$ cat src/rtl/shram_arbiter.sv
`timescale 1ns/1ps
`default_nettype none
// ============================================================================
// Module      : shram_arbiter
// Description : Shares one single-port, byte-laned 32-bit RAM between the CPU
//               word port (valid/ready) and the USB device byte port
//               (wen/ren strobes, no backpressure). USB always owns the RAM
//               in any cycle it strobes; CPU accesses are issued only in
//               USB-idle cycles. Steers byte lanes, routes the one-cycle RAM
//               read latency back to the right requester, generates CPU
//               ready, and raises a sticky starvation flag.
// Revision    : 1.0 - initial release
// ----------------------------------------------------------------------------
// Parameters  : AW            byte address width of the RAM
//               CPU_WAIT_MAX  CPU wait cycles before starvation (1..255)
// Ports       : i_clk, i_rst_n            clock, async active-low reset
//               i_cpu_*  / o_cpu_*        CPU word request / response
//               i_usb_*  / o_usb_*        USB byte strobes / read response
//               o_ram_*  / i_ram_rdata    RAM bank interface (1-cycle read)
//               i_starve_clr, o_cpu_starve  sticky starvation flag
//               o_conflict_cnt            CPU-blocked cycle count (optional)
// Options     : define SHRAM_CONFLICT_CNT_EN to add o_conflict_cnt and its
//               saturating 16-bit counter.
// ============================================================================
module shram_arbiter #(
    parameter int AW           = 10,
    parameter int CPU_WAIT_MAX = 64
) (
    input  logic          i_clk,
    input  logic          i_rst_n,
    input  logic          i_cpu_valid,
    input  logic [AW-1:0] i_cpu_addr,
    input  logic [31:0]   i_cpu_wdata,
    input  logic [3:0]    i_cpu_wstrb,
    output logic [31:0]   o_cpu_rdata,
    output logic          o_cpu_ready,
    input  logic          i_usb_wen,
    input  logic          i_usb_ren,
    input  logic [AW-1:0] i_usb_addr,
    input  logic [7:0]    i_usb_wdata,
    output logic [7:0]    o_usb_rdata,
    output logic          o_usb_rvalid,
    output logic          o_ram_ce,
    output logic [AW-3:0] o_ram_addr,
    output logic [31:0]   o_ram_wdata,
    output logic [3:0]    o_ram_we,
    input  logic [31:0]   i_ram_rdata,
    input  logic          i_starve_clr,
    output logic          o_cpu_starve
`ifdef SHRAM_CONFLICT_CNT_EN
    ,
    output logic [15:0]   o_conflict_cnt
`endif
);

    // Counter value that, when incremented by one more wait, reaches the limit.
    localparam logic [7:0] c_wait_last = 8'(CPU_WAIT_MAX - 1);

    typedef enum logic [0:0] {
        S_IDLE = 1'b0,
        S_RESP = 1'b1
    } cpu_state_e;

    cpu_state_e  state_q, state_d;
    logic [7:0]  wait_cnt_q, wait_cnt_d;
    logic        starve_q, starve_d;
    logic [1:0]  usb_lane_q, usb_lane_d;
    logic        usb_rvalid_q, usb_rvalid_d;
    logic [7:0]  usb_hold_q, usb_hold_d;

    logic        w_usb_slot;
    logic        w_usb_rd_acc;
    logic [3:0]  w_usb_we;
    logic [7:0]  w_usb_lane_byte;
    logic        w_cpu_issue;
    logic        w_cpu_wait;
    logic        w_starve_set;

    // CPU byte-offset bits have no meaning for word accesses.
    logic        w_unused_cpu_lsb;
    assign w_unused_cpu_lsb = ^i_cpu_addr[1:0];

    assign w_usb_slot      = i_usb_wen | i_usb_ren;
    // A simultaneous read strobe is dropped in favour of the write.
    assign w_usb_rd_acc    = i_usb_ren & ~i_usb_wen;
    assign w_usb_we        = {3'b000, i_usb_wen} << i_usb_addr[1:0];
    assign w_usb_lane_byte = i_ram_rdata[{usb_lane_q, 3'b000} +: 8];

    // ------------------------------------------------------------------
    // CPU FSM: next state and issue/wait decisions
    // ------------------------------------------------------------------
    always_comb begin
        state_d     = state_q;
        w_cpu_issue = 1'b0;
        w_cpu_wait  = 1'b0;
        case (state_q)
            S_IDLE: begin
                if (i_cpu_valid) begin
                    if (w_usb_slot) begin
                        w_cpu_wait = 1'b1;
                    end else begin
                        w_cpu_issue = 1'b1;
                        state_d     = S_RESP;
                    end
                end
            end
            // The response cycle never issues, so valid held high here is
            // not mistaken for a second request.
            S_RESP:  state_d = S_IDLE;
            default: state_d = S_IDLE;
        endcase
    end

    // ------------------------------------------------------------------
    // RAM port steering. USB drives the RAM whenever it strobes; the CPU
    // only gets it in idle cycles and never while reset is held.
    // ------------------------------------------------------------------
    always_comb begin
        o_ram_ce    = 1'b0;
        o_ram_addr  = '0;
        o_ram_wdata = '0;
        o_ram_we    = 4'b0000;
        if (w_usb_slot) begin
            o_ram_ce    = 1'b1;
            o_ram_addr  = i_usb_addr[AW-1:2];
            o_ram_wdata = {4{i_usb_wdata}};
            o_ram_we    = w_usb_we;
        end else if (w_cpu_issue && i_rst_n) begin
            o_ram_ce    = 1'b1;
            o_ram_addr  = i_cpu_addr[AW-1:2];
            o_ram_wdata = i_cpu_wdata;
            o_ram_we    = i_cpu_wstrb;
        end
    end

    // ------------------------------------------------------------------
    // Wait counter, starvation flag and USB read-return tracking
    // ------------------------------------------------------------------
    always_comb begin
        wait_cnt_d = 8'd0;
        if (w_cpu_wait) begin
            wait_cnt_d = (wait_cnt_q == 8'hFF) ? 8'hFF : wait_cnt_q + 8'd1;
        end
    end

    // Set fires only on the wait that takes the count up to the limit.
    assign w_starve_set = w_cpu_wait && (wait_cnt_q == c_wait_last);
    assign starve_d     = w_starve_set | (starve_q & ~i_starve_clr);

    assign usb_lane_d   = w_usb_rd_acc ? i_usb_addr[1:0] : usb_lane_q;
    assign usb_rvalid_d = w_usb_rd_acc;
    assign usb_hold_d   = usb_rvalid_q ? w_usb_lane_byte : usb_hold_q;

    always_ff @(posedge i_clk or negedge i_rst_n) begin
        if (!i_rst_n) begin
            state_q      <= S_IDLE;
            wait_cnt_q   <= 8'd0;
            starve_q     <= 1'b0;
            usb_lane_q   <= 2'd0;
            usb_rvalid_q <= 1'b0;
            usb_hold_q   <= 8'd0;
        end else begin
            state_q      <= state_d;
            wait_cnt_q   <= wait_cnt_d;
            starve_q     <= starve_d;
            usb_lane_q   <= usb_lane_d;
            usb_rvalid_q <= usb_rvalid_d;
            usb_hold_q   <= usb_hold_d;
        end
    end

    // ------------------------------------------------------------------
    // Outputs. The RAM output register still holds the CPU word during the
    // response cycle, even if USB is accessing the RAM in that cycle.
    // ------------------------------------------------------------------
    assign o_cpu_ready  = (state_q == S_RESP);
    assign o_cpu_rdata  = (state_q == S_RESP) ? i_ram_rdata : 32'd0;
    assign o_usb_rvalid = usb_rvalid_q;
    assign o_usb_rdata  = usb_rvalid_q ? w_usb_lane_byte : usb_hold_q;
    assign o_cpu_starve = starve_q;

`ifdef SHRAM_CONFLICT_CNT_EN
    logic [15:0] conflict_cnt_q, conflict_cnt_d;

    // An increment coinciding with a clear restarts the count at one.
    always_comb begin
        conflict_cnt_d = conflict_cnt_q;
        if (w_cpu_wait) begin
            if (i_starve_clr) begin
                conflict_cnt_d = 16'd1;
            end else if (conflict_cnt_q != 16'hFFFF) begin
                conflict_cnt_d = conflict_cnt_q + 16'd1;
            end
        end else if (i_starve_clr) begin
            conflict_cnt_d = 16'd0;
        end
    end

    always_ff @(posedge i_clk or negedge i_rst_n) begin
        if (!i_rst_n) begin
            conflict_cnt_q <= 16'd0;
        end else begin
            conflict_cnt_q <= conflict_cnt_d;
        end
    end

    assign o_conflict_cnt = conflict_cnt_q;
`endif

endmodule
`default_nettype wire

$ cat config.mk
export PLATFORM = sky130hd
export DESIGN_NAME = shram_arbiter
export DESIGN_NICKNAME = d
export VERILOG_FILES = /design/src/rtl/shram_arbiter.sv
export SDC_FILE = /design/constraint.sdc
export NUM_CORES = 1
export LEC_CHECK = 0
export CORE_UTILIZATION = 29
export DETAILED_ROUTE_END_ITERATION = 10
export PLACE_DENSITY_LB_ADDON = 0.15
export SYNTH_ARGS = -nofsm -noshare
export SYNTH_HDL_FRONTEND = slang
export SYNTH_SLANG_ARGS = --single-unit
$ cat constraint.sdc
create_clock -name i_clk -period 1.9 [get_ports i_clk]
set_clock_uncertainty 0.1 [all_clocks]
set_input_delay 0.38 -clock i_clk [delete_from_list [all_inputs] [get_ports i_clk]]
set_output_delay 0.38 -clock i_clk [all_outputs]
set_load 0.03 [all_outputs]
* After elaboration in Yosys (flattened, before gate mapping) *
Index checks and enable logic that the tools add are counted.
W data, S select, Z words.

storage, ports and cells
  word-level logic and storage cells = 39
  flip-flop bits (word level) = 21

cells by class
  bitwise logic cells = 7
  eq/ne operators = 2
  shifts and indexed selects = 2
  $add $sub $neg = 1
  reductions and logical operators = 2
  mux-type cells = 19

operators with widths
  cell                   count
  $mux W32               3
  $mux W8                5
  $shiftx A32 B6 Y8      1
  $add A8 B1 Y8 const B  1
  $eq A8 B6 Y1 const B   1
  $eq A8 B8 Y1 const B   1
  $mux W1                8
  $mux W4                2
  $shl A1 B2 Y4          1
  $not A1 Y1             3
  $and A1 B1 Y1          2
  $logic_and A1 B1 Y1    2
  $or A1 B1 Y1           2
  $pmux W1 S2            1

* Longest topological paths before layout *
Gate-level depths: netlist (run 1).

  depth in word-level cells = 7
  mapped depth = 5
  gate-level depth less buffers = 4

* Least setup slack after synthesis (run 1) *
OpenSTA, ideal clock, no wires.

  path kind = register to output
  start point = register state_q (netlist: o_cpu_ready)
  end point = output o_ram_addr[0]
  required time = 1.420 ns
  arrival = 1.471 ns
  buffers on the path = 2
  stages on the path, launching flop included = 6
  setup slack = -0.051 ns
  cells stage by stage = dfrtp_1 > nor2b_1 > and3_1 > buf_4 > buf_6 > a22o_1

between the ends
  word-level cells in the longest chain between the ends = 4

RTL lines
  item                    RTL line  text
  start, declared         64        cpu_state_e state_q, state_d;
  start signal, assigned  163       state_q <= state_d;
  $mux W1                 96        case (state_q)
  $logic_and A1 B1 Y1     128       end else if (w_cpu_issue && i_rst_n) begin
  $mux W8                 128
  $mux W8                 123       if (w_usb_slot) begin
  end, declared           44        output logic [AW-3:0] o_ram_addr,

Every way passes these cells.

* Final worst setup path (run 1) *
  start point = input i_ram_rdata[7]
  end point = output o_usb_rdata[7]

between the ends
  word-level cells in the longest chain between the ends = 2

RTL lines
  item               RTL line  text
  start, declared    47        input logic [31:0] i_ram_rdata,
  $shiftx A32 B6 Y8  87        assign w_usb_lane_byte = i_ram_rdata[{usb_lane_q, 3'b000} +: 8];
  $mux W8            179       assign o_usb_rdata = usb_rvalid_q ? w_usb_lane_byte : usb_hold_q;
  end, declared      41        output logic [7:0] o_usb_rdata,

Every way passes these cells.

==> results of run 1 <==
-- final cells by class --
class	instances	area share
tap	75	0.0210
clock buffer	3	0.00926
multi-input combinational	135	0.343
timing repair buffer	214	0.503
sequential	21	0.118
inverter	5	0.00421
clock inverter	1	0.00112
-- state kept, by name (all words and copies together), names as in the netlist --
name	count
o_usb_rvalid	1
usb_lane_q	2
usb_hold_q	8
o_cpu_starve	1
o_cpu_ready	1
wait_cnt_q	8
-- metrics by stage --
stage | worst slack (ps) | cell area, um^2 | utilization | TNS [ps] | std cells
6_report | -368 | 4460 | 0.744 | -8650 | 454
5_1_grt | -399 | 4460 | 0.744 | -10290 | 454
4_1_cts | -341 | 4450 | 0.743 | -9920 | 457
3_5_place_dp | -778 | 3660 | 0.611 | -20680 | 438
3_3_place_gp | -734 | 3660 | 0.611 | -19310 | 438
2_1_floorplan | 13.5 | 1870 | - | 0 | 178
-- worst register-to-register path, stage by stage (launching register included) --
cell,delay [ps]
dfrtp_1,410
buf_6,140
mux4_2,510
mux2_4,300
buf_4,130
-- power by group through the flow --
| stage | combinational, mW | sequential, mW | clock, mW |
|---|---|---|---|
| 6_report | 1.34 | 0.539 | 0.298 |
| 5_1_grt | 1.39 | 0.544 | 0.327 |
| 4_1_cts | 1.31 | 0.538 | 0.307 |
| 3_5_place_dp | 1.10 | 0.542 | 0 |
| 3_3_place_gp | 1.09 | 0.546 | 0 |
| 2_1_floorplan | 0.587 | 0.530 | 0 |
-- path summary, 6_finish.rpt --
kind,start,end
setup / recovery,i_ram_rdata[7],o_usb_rdata[7]
hold / removal,i_rst_n,wait_cnt_q[6]$_DFF_PN0_
setup reg to reg,usb_lane_q[0]$_DFFE_PN0P_,usb_hold_q[7]$_DFF_PN0_
hold reg to reg,o_cpu_starve$_DFF_PN0_,o_cpu_starve$_DFF_PN0_
max in group asynchronous,i_rst_n,o_cpu_ready$_DFF_PN0_
min in group i_clk,o_cpu_starve$_DFF_PN0_,o_cpu_starve$_DFF_PN0_
-- cells in the mapped netlist (all sizes together), types with 3 or more instances --
cell type and instances:
a32o 4, nand2 5, buf 12, nand3 3
clkbuf 5, dfrtp 21, mux4 8, a22o 40
a21oi 6, and2 34, nor3 3, nand2b 3
inv 5, mux2 8, o21ai 3
-- timing repair --
item,CTS,global route
gates cloned,7,0
pin swaps,6,4
endpoints found under the hold margin,0,0
setup endpoints to repair,53,85
buffers inserted,8,2
gates resized for setup,153,16
-- metal layers --
metal,wire length [um],up-vias,track usage
li1,-,1089,-
met1,3530,1123,0.325
met2,4870,88,0.453
met3,412,14,0.0618
met4,165,0,0.0786
met5,0,-,0
-- cell families (layout without fill, tap and decap cells) --
kind of cell    count (synthesis)  after routing  synth area share
compound gates                 56             56             0.252
simple gates                   60             60             0.199
xor+xnor                        2              2           0.00962
fa+ha+maj                       1              1           0.00687
flops                          21             21             0.289
mux                            16             16             0.165
buf+inv                        22            223            0.0790
==> results.md, run 1 <==
- Seq pwr share: 0.248
- Syn Nets: 281
- Dpl hpwl: 5940 um
- Die Y: 81.2 um
- Max_cap viols: 0
- Hold slack: 198 ps
- Max IR drop VDD: 383 uV
- Rows: 28
- Ys Warns: 0
- Max-slew violations: 0
- First-pass GRT wire length: 12800 um
- Commonest non-fill, non-tap cell in the layout: clkdlybuf4s50_1
- Final setup fails: 53
- Initial Utilization: 0.304
- Residual DRC count: 0
- F_max: 0.441 GHz
- Crit path largest cell delay: 500 ps
- Antenna Nets Post-Route: 0
- Post-CTS Hold Buffers: 0
- Setup CP Type: in2out
- Delay-heaviest family, CP: multiplexers
- Critical path peak fanout: 2
- Power Density: 488 nW/um^2
- Combinational Power Share: 0.616
- CP required: 1420 ps
- Cell taking the most area after synthesis: dfrtp_1
- Post-DR vias/cell: 5.10
- Initial DRC count: 33
- Status: complete, but fails checks
- Die area: 6600 um^2
- N_diodes: 0
- Leakage: 2.02 nW
- Synth area leaders: dfrtp_1 (29%), a22o_1 (19%), and2_1 (12%)
- Synthesized area: 1820 um^2
- Failing checks: negative setup slack
- Post-Synthesis Cells: 178
- Critical-path cell list: clkdlybuf4s50_1 -> mux4_2 -> mux2_4 -> buf_6
- Fillers: 390
- Yosys cell types: 34
- Switching Fraction: 0.362
- Slowest CP cell: mux4_2
- R2r setup slk: 210 ps
- Pint: 1.39 mW
- Synth Register Bits: 21
- Final critical-path share of the clock period: 1.19
- Area of the multi-input gates: 1530 um^2
- Rel. slew slack: 0.745
- GPL Wtd Cong: 0.826
- Instance count on the critical path: 4
- # clock sinks: 21
- Router iterations before antenna repair: 4
- CTS tree: built
- Register Area: 526 um^2
- Fraction of layout cells with a size suffix above 1: 0.493
- WP data arrival: 1790 ps
- Clock Power Share: 0.137
- H-tree Lvls: 1
- Clock root buffer: clkbuf_8
- Top_reg_cell synth: dfrtp_1
- Area grow syn2layout: 145%
- IO buf count: 187
- Reg2reg path depth: 4
- Psw: 788 uW
- Num CTS Buffers: 3
- Design Power: 2.18 mW
- Post-route minimum period: 2270 ps
- Via Count: 2314
- Wire per inst: 19.8 um
- Total Wirelength: 8970 um
- Setup crit start kind: input port
- Chip width: 81.2 um
- Top Ports: 190
- GR Overflow Total: 0
- Clk_lat worst skew: 260 ps
- Syn avg cell area: 10.2 um^2
- Number of flops mapped to enable cells by yosys: 0
- Most frequent cells in the layout: clkdlybuf4s50_1 (96), buf_6 (54), buf_4 (47)
- Final worst setup slack: -368 ps
- Worst-Margin Slew: 382 ps
- Ys async rst share: 1.00
- CTS clk-pin slew, worst paths: 80 ps
- Tightest Hold Check Type: in2async
- CP endpoint kind: output pin
- Top-area cell type share of the netlist area: 0.289
- NumNets Final: 483
- GR Util All Layers: 0.264
- Initial antenna violation count: 0
- Largest net degree at the start of global routing: 34
- Vias in the first global route: 2375
- Seq/Total Area, Yosys: 0.289
- Worst path bufs/invs: 2
- RSZ-0062 raised after global routing: yes
- Core ar.: 5990 um^2
- Max clock buf depth: 2
- Final hold violations: 0
Note: power is estimated with default switching activity, not from simulation.
==> run 2: changes to the inputs <==
--- a/config.mk
+++ b/config.mk
@@ -9,2 +9,3 @@
 export DETAILED_ROUTE_END_ITERATION = 10
+export GPL_TIMING_DRIVEN = 0
 export PLACE_DENSITY_LB_ADDON = 0.15
--- a/constraint.sdc
+++ b/constraint.sdc
@@ -4,2 +4,2 @@
 set_output_delay 0.38 -clock i_clk [all_outputs]
-set_load 0.03 [all_outputs]
+set_load 0.02 [all_outputs]
==> results.md, run 2 (synthesized netlist as in run 1, its figures left out) <==
- R2r setup slk: 260 ps
- Vias in the first global route: 2236
- Reg-to-reg startpoint: usb_lane_q[0]$_DFFE_PN0P_
- WP data arrival: 1700 ps
- Failing checks: negative setup slack
- First-pass GRT wire length: 12000 um
- Worst-Margin Slew: 922 ps
- Reg2reg path depth: 4
- Wire per inst: 17.9 um
- Initial Utilization: 0.304
- Rows: 28
- Most frequent cells in the layout: clkdlybuf4s50_1 (91), buf_6 (59), a22o_1 (40)
- Final critical-path share of the clock period: 1.15
- Reg2reg end: usb_hold_q[5]$_DFF_PN0_
- Area grow syn2layout: 122%
- GPL Wtd Cong: 0.813
- Die area: 6600 um^2
- Max_cap viols: 0
- Design Power: 1.93 mW
- End of the worst hold path: usb_hold_q[7]$_DFF_PN0_
- Clock root buffer: clkbuf_8
- GR Overflow Total: 0
- Num CTS Buffers: 3
- Residual DRC count: 0
- Initial DRC count: 62
- Hold path start: usb_hold_q[7]$_DFF_PN0_
- Top flop regs: usb_hold_q (8), wait_cnt_q (8), usb_lane_q (2)
- Leakage: 1.88 nW
- Final worst setup slack: -284 ps
- Hold slack: 407 ps
- CTS tree: built
- Router iterations before antenna repair: 4
- Post-DR vias/cell: 5.03
- Clk_lat worst skew: 250 ps
- Critical path peak fanout: 5
- Post-route minimum period: 2180 ps
- Antenna Nets Post-Route: 0
- Top Ports: 190
- Max IR drop VDD: 371 uV
- Final hold violations: 0
- NumNets Final: 489
- CP endpoint kind: output pin
- Register Area: 528 um^2
- Setup crit start kind: flop
- F_max: 0.458 GHz
- Max-slew violations: 0
- Finished Core Util: 0.675
- Status: complete, but fails checks
- H-tree Lvls: 1
- Dpl hpwl: 6290 um
- Final Cell Area: 4040 um^2
- CP required: 1420 ps
- Hold path depth: 1
- Tightest Hold Check Type: reg2reg
- Placed Area: 3790 um^2
- Area of the multi-input gates: 1180 um^2
- GR Util All Layers: 0.243
- Largest net degree at the start of global routing: 22
- Commonest non-fill, non-tap cell in the layout: clkdlybuf4s50_1
- Die Y: 81.2 um
- Via Count: 2312
- CTS clk-pin slew, worst paths: 70 ps
- Rel. slew slack: 0.384
- RSZ-0062 raised after global routing: yes
- # clock sinks: 21
- Power Density: 477 nW/um^2
- Max clock buf depth: 2
- Total Wirelength: 8220 um
- Chip width: 81.2 um
- Initial antenna violation count: 0
- Setup CP Type: reg2out
- Fillers: 488
- IO buf count: 187
- Fraction of layout cells with a size suffix above 1: 0.390
- Final setup fails: 49
- Core ar.: 5990 um^2
- N_diodes: 0
run 2: changes by cell type in the layout (fill, tap and decap cells not counted), moves of 4 or more:
cell / previous run / this run
dlymetal6s2s_1: 0 / 4
buf_8: 1 / 6
a22o_1: 0 / 40
buf_16: 5 / 1
clkdlybuf4s50_1: 96 / 91
clkbuf_2: 0 / 32
buf_6: 54 / 59
buf_12: 7 / 2
a22o_4: 40 / 0
buf_4: 47 / 10
run 2: report_power, final:
part	switching (mW)	internal (mW)	total, mW
Combinational	0.468	0.654	1.12
Sequential	0.0249	0.503	0.528
Clock	0.131	0.149	0.280
Total	0.624	1.31	1.93
run 2: cell type report:
type / count / area share
tap: 75 / 0.0232
inverter: 5 / 0.00464
clock buffer: 4 / 0.0111
buffer: 16 / 0.0461
multi-input combinational: 135 / 0.292
timing repair buffer: 204 / 0.493
sequential: 21 / 0.131
run 2: worst max-delay path: stages, from the launching register on:
cell	delay, ps
dfrtp_2	390
buf_8	130
mux4_2	520
mux2_4	280
buf_6	130
run 2: worst max path at each step:
stage / from / end / slack (ps) / cells past startpoint
after floorplan: o_cpu_ready$_DFF_PN0_ / o_ram_addr[0] / 70 / 5
after global placement: i_rst_n / o_ram_wdata[16] / -1480 / 6
after CTS: usb_lane_q[0]$_DFFE_PN0P_ / o_usb_rdata[2] / -350 / 5
after global routing: usb_lane_q[0]$_DFFE_PN0P_ / o_usb_rdata[3] / -340 / 4
after detailed placement: i_rst_n / o_ram_wdata[5] / -1490 / 6
final: usb_lane_q[0]$_DFFE_PN0P_ / o_usb_rdata[3] / -280 / 4
run 2: timing repair:
action	4_1_cts	5_1_grt
endpoints found under the setup margin	85	75
resized for setup	394	86
gates cloned	5	2
pin swaps	8	10
endpoints found under the hold margin	21	0
hold buffers	1	0
setup buffers	10	4
run 2: through the flow:
step | worst slack (ps) | TNS [ps] | instances
2_1_floorplan | 66.9 | 0 | 178
3_3_place_gp | -1480 | -76120 | 440
3_5_place_dp | -1490 | -76060 | 440
4_1_cts | -349 | -9730 | 459
5_1_grt | -344 | -10470 | 460
6_report | -284 | -7680 | 460
run 2: per-layer routing:
metal | global-route usage | routed length (um) | vias up
met4 | 0.0571 | 120 | 0
met5 | 0 | 0 | -
li1 | - | - | 1096
met1 | 0.329 | 3420 | 1113
met2 | 0.385 | 4160 | 93
met3 | 0.0640 | 521 | 10
==> run 3: changes to the inputs <==
Settings changed: CORE_UTILIZATION 29 to 26, GPL_ROUTABILITY_DRIVEN set to 1.
Clock period 1.9 ns to 2 ns, I/O delays scaled along.
==> results.md, run 3 (synthesized netlist as in run 1, its figures left out) <==
- RSZ-0062 raised after global routing: yes
- Failing checks: negative setup slack
- Clock root buffer: clkbuf_8
- Setup CP Type: in2out
- H-tree Lvls: 1
- Status: complete, but fails checks
- GPL Wtd Cong: 0.787
- Chip width: 85.7 um
- Final hold violations: 0
- Dpl hpwl: 6090 um
- Worst-Margin Slew: 952 ps
- Die Y: 85.7 um
- GR Overflow Total: 0
- N_diodes: 0
- Max-slew violations: 0
- Max clock buf depth: 2
- Initial antenna violation count: 0
- Die area: 7340 um^2
- CTS clk-pin slew, worst paths: 70 ps
- IO buf count: 187
- Top Ports: 190
- Router iterations before antenna repair: 4
- Max_cap viols: 0
- Residual DRC count: 0
- Critical path peak fanout: 2
- Num CTS Buffers: 3
- Area grow syn2layout: 119%
- Total Wirelength: 8000 um
- Vias in the first global route: 2271
- Post-DR vias/cell: 4.82
- # clock sinks: 21
- CTS tree: built
- Worst path bufs/invs: 2
- Largest net degree at the start of global routing: 22
- Most frequent cells in the layout: clkdlybuf4s50_1 (88), buf_6 (54), a22o_1 (40)
- NumNets Final: 487
- Delay-heaviest family, CP: multiplexers
- Top flop regs: usb_hold_q (8), wait_cnt_q (8), usb_lane_q (2)
- Rel. slew slack: 0.364
- Fraction of layout cells with a size suffix above 1: 0.373
- Via Count: 2307
- Final critical-path share of the clock period: 1.12
- Sum Neg Setup Slack: -3240 ps
- Commonest non-fill, non-tap cell in the layout: clkdlybuf4s50_1
- F_max: 0.446 GHz
- Final worst setup slack: -245 ps
- Slowest CP cell: mux4_2
- Critical-path cell list: clkdlybuf4s50_1 -> mux4_2 -> mux2_4 -> buf_4
- Initial Utilization: 0.268
- CP endpoint kind: output pin
- GR Util All Layers: 0.220
- Post-route minimum period: 2240 ps
- Max IR drop VDD: 210 uV
- Initial DRC count: 81
- Leakage: 1.84 nW
- First-pass GRT wire length: 12600 um
- Final setup fails: 49
- Tightest Hold Check Type: in2reg
- Pre-CTS setup slack: -1430 ps
- Rows: 30
- Power Density: 449 nW/um^2
- Finished Core Util: 0.586
- Antenna Nets Post-Route: 0
- Wire per inst: 16.7 um
- CP required: 1500 ps
- Crit path largest cell delay: 470 ps
- Setup crit start kind: input port
- WP data arrival: 1740 ps
- Clk_lat worst skew: 250 ps
- Core ar.: 6790 um^2
## run 3: cell count changes in the layout (fill, tap and decap cells not counted), moves of 2 or more
cell / previous run / this run
buf_6: 59 / 54
dlygate4sd2_1: 4 / 9
buf_4: 10 / 14
clkdlybuf4s50_1: 91 / 88
a32o_1: 1 / 3
a32o_2: 3 / 1
buf_2: 4 / 6
clkbuf_16: 2 / 0
## run 3: power by group
group	switching, mW	total [mW]	internal [mW]
clock network	0.126	0.267	0.142
logic	0.435	1.02	0.583
registers	0.0228	0.500	0.478
## run 3: per-stage QoR
| step | std cells | total power [mW] | hold WS (ps) | area, um^2 |
|---|---|---|---|---|
| 2_1_floorplan | 178 | 0.948 | 4.41 | 1820 |
| 3_3_place_gp | 461 | 1.47 | 386 | 3810 |
| 3_5_place_dp | 461 | 1.47 | 382 | 3810 |
| 4_1_cts | 480 | 1.80 | 405 | 4110 |
| 5_1_grt | 479 | 1.87 | 406 | 3980 |
| 6_report | 479 | 1.79 | 386 | 3980 |
## run 3: path summary, 6_finish.rpt
check,from,end,slack (ps),cells after the start
setup / recovery,i_ram_rdata[7],o_usb_rdata[7],-240,4
min in group asynchronous,i_rst_n,wait_cnt_q[4]$_DFF_PN0_,770,2
hold / removal,i_usb_ren,o_usb_rvalid$_DFF_PN0_,390,3
setup reg to reg,usb_lane_q[0]$_DFFE_PN0P_,usb_hold_q[6]$_DFF_PN0_,220,5
max in group asynchronous,i_rst_n,o_cpu_ready$_DFF_PN0_,390,2
hold reg to reg,usb_hold_q[2]$_DFF_PN0_,usb_hold_q[2]$_DFF_PN0_,400,1
## run 3: worst register-to-register path, stage by stage, from the launching register on
cell and delay (ps):
dfrtp_1 370, buf_6 150, mux4_2 520, mux2_4 290, buf_4 130, buf_4 120
## run 3: repair_timing
action | in CTS | in global routing
endpoints found under the setup margin | 85 | 53
endpoints found under the hold margin | 21 | 0
gates cloned | 7 | 0
hold buffers | 1 | 0
resized for setup | 389 | 81
setup buffers | 8 | 4
pin swaps | 12 | 13
## run 3: layout make-up
class,instances,area (um^2)
buffer,15,148
clock buffer,4,45.0
fill,614,2820
inverter,5,18.8
multi-input combinational,135,1170
sequential,21,527
tap,96,120
timing repair buffer,203,1950
## run 3: layer usage
layer | share of wire | GRT usage
met5 | 0 | 0
met4 | 0.0056 | 0.0333
met3 | 0.047 | 0.0500
met2 | 0.52 | 0.371
met1 | 0.43 | 0.293
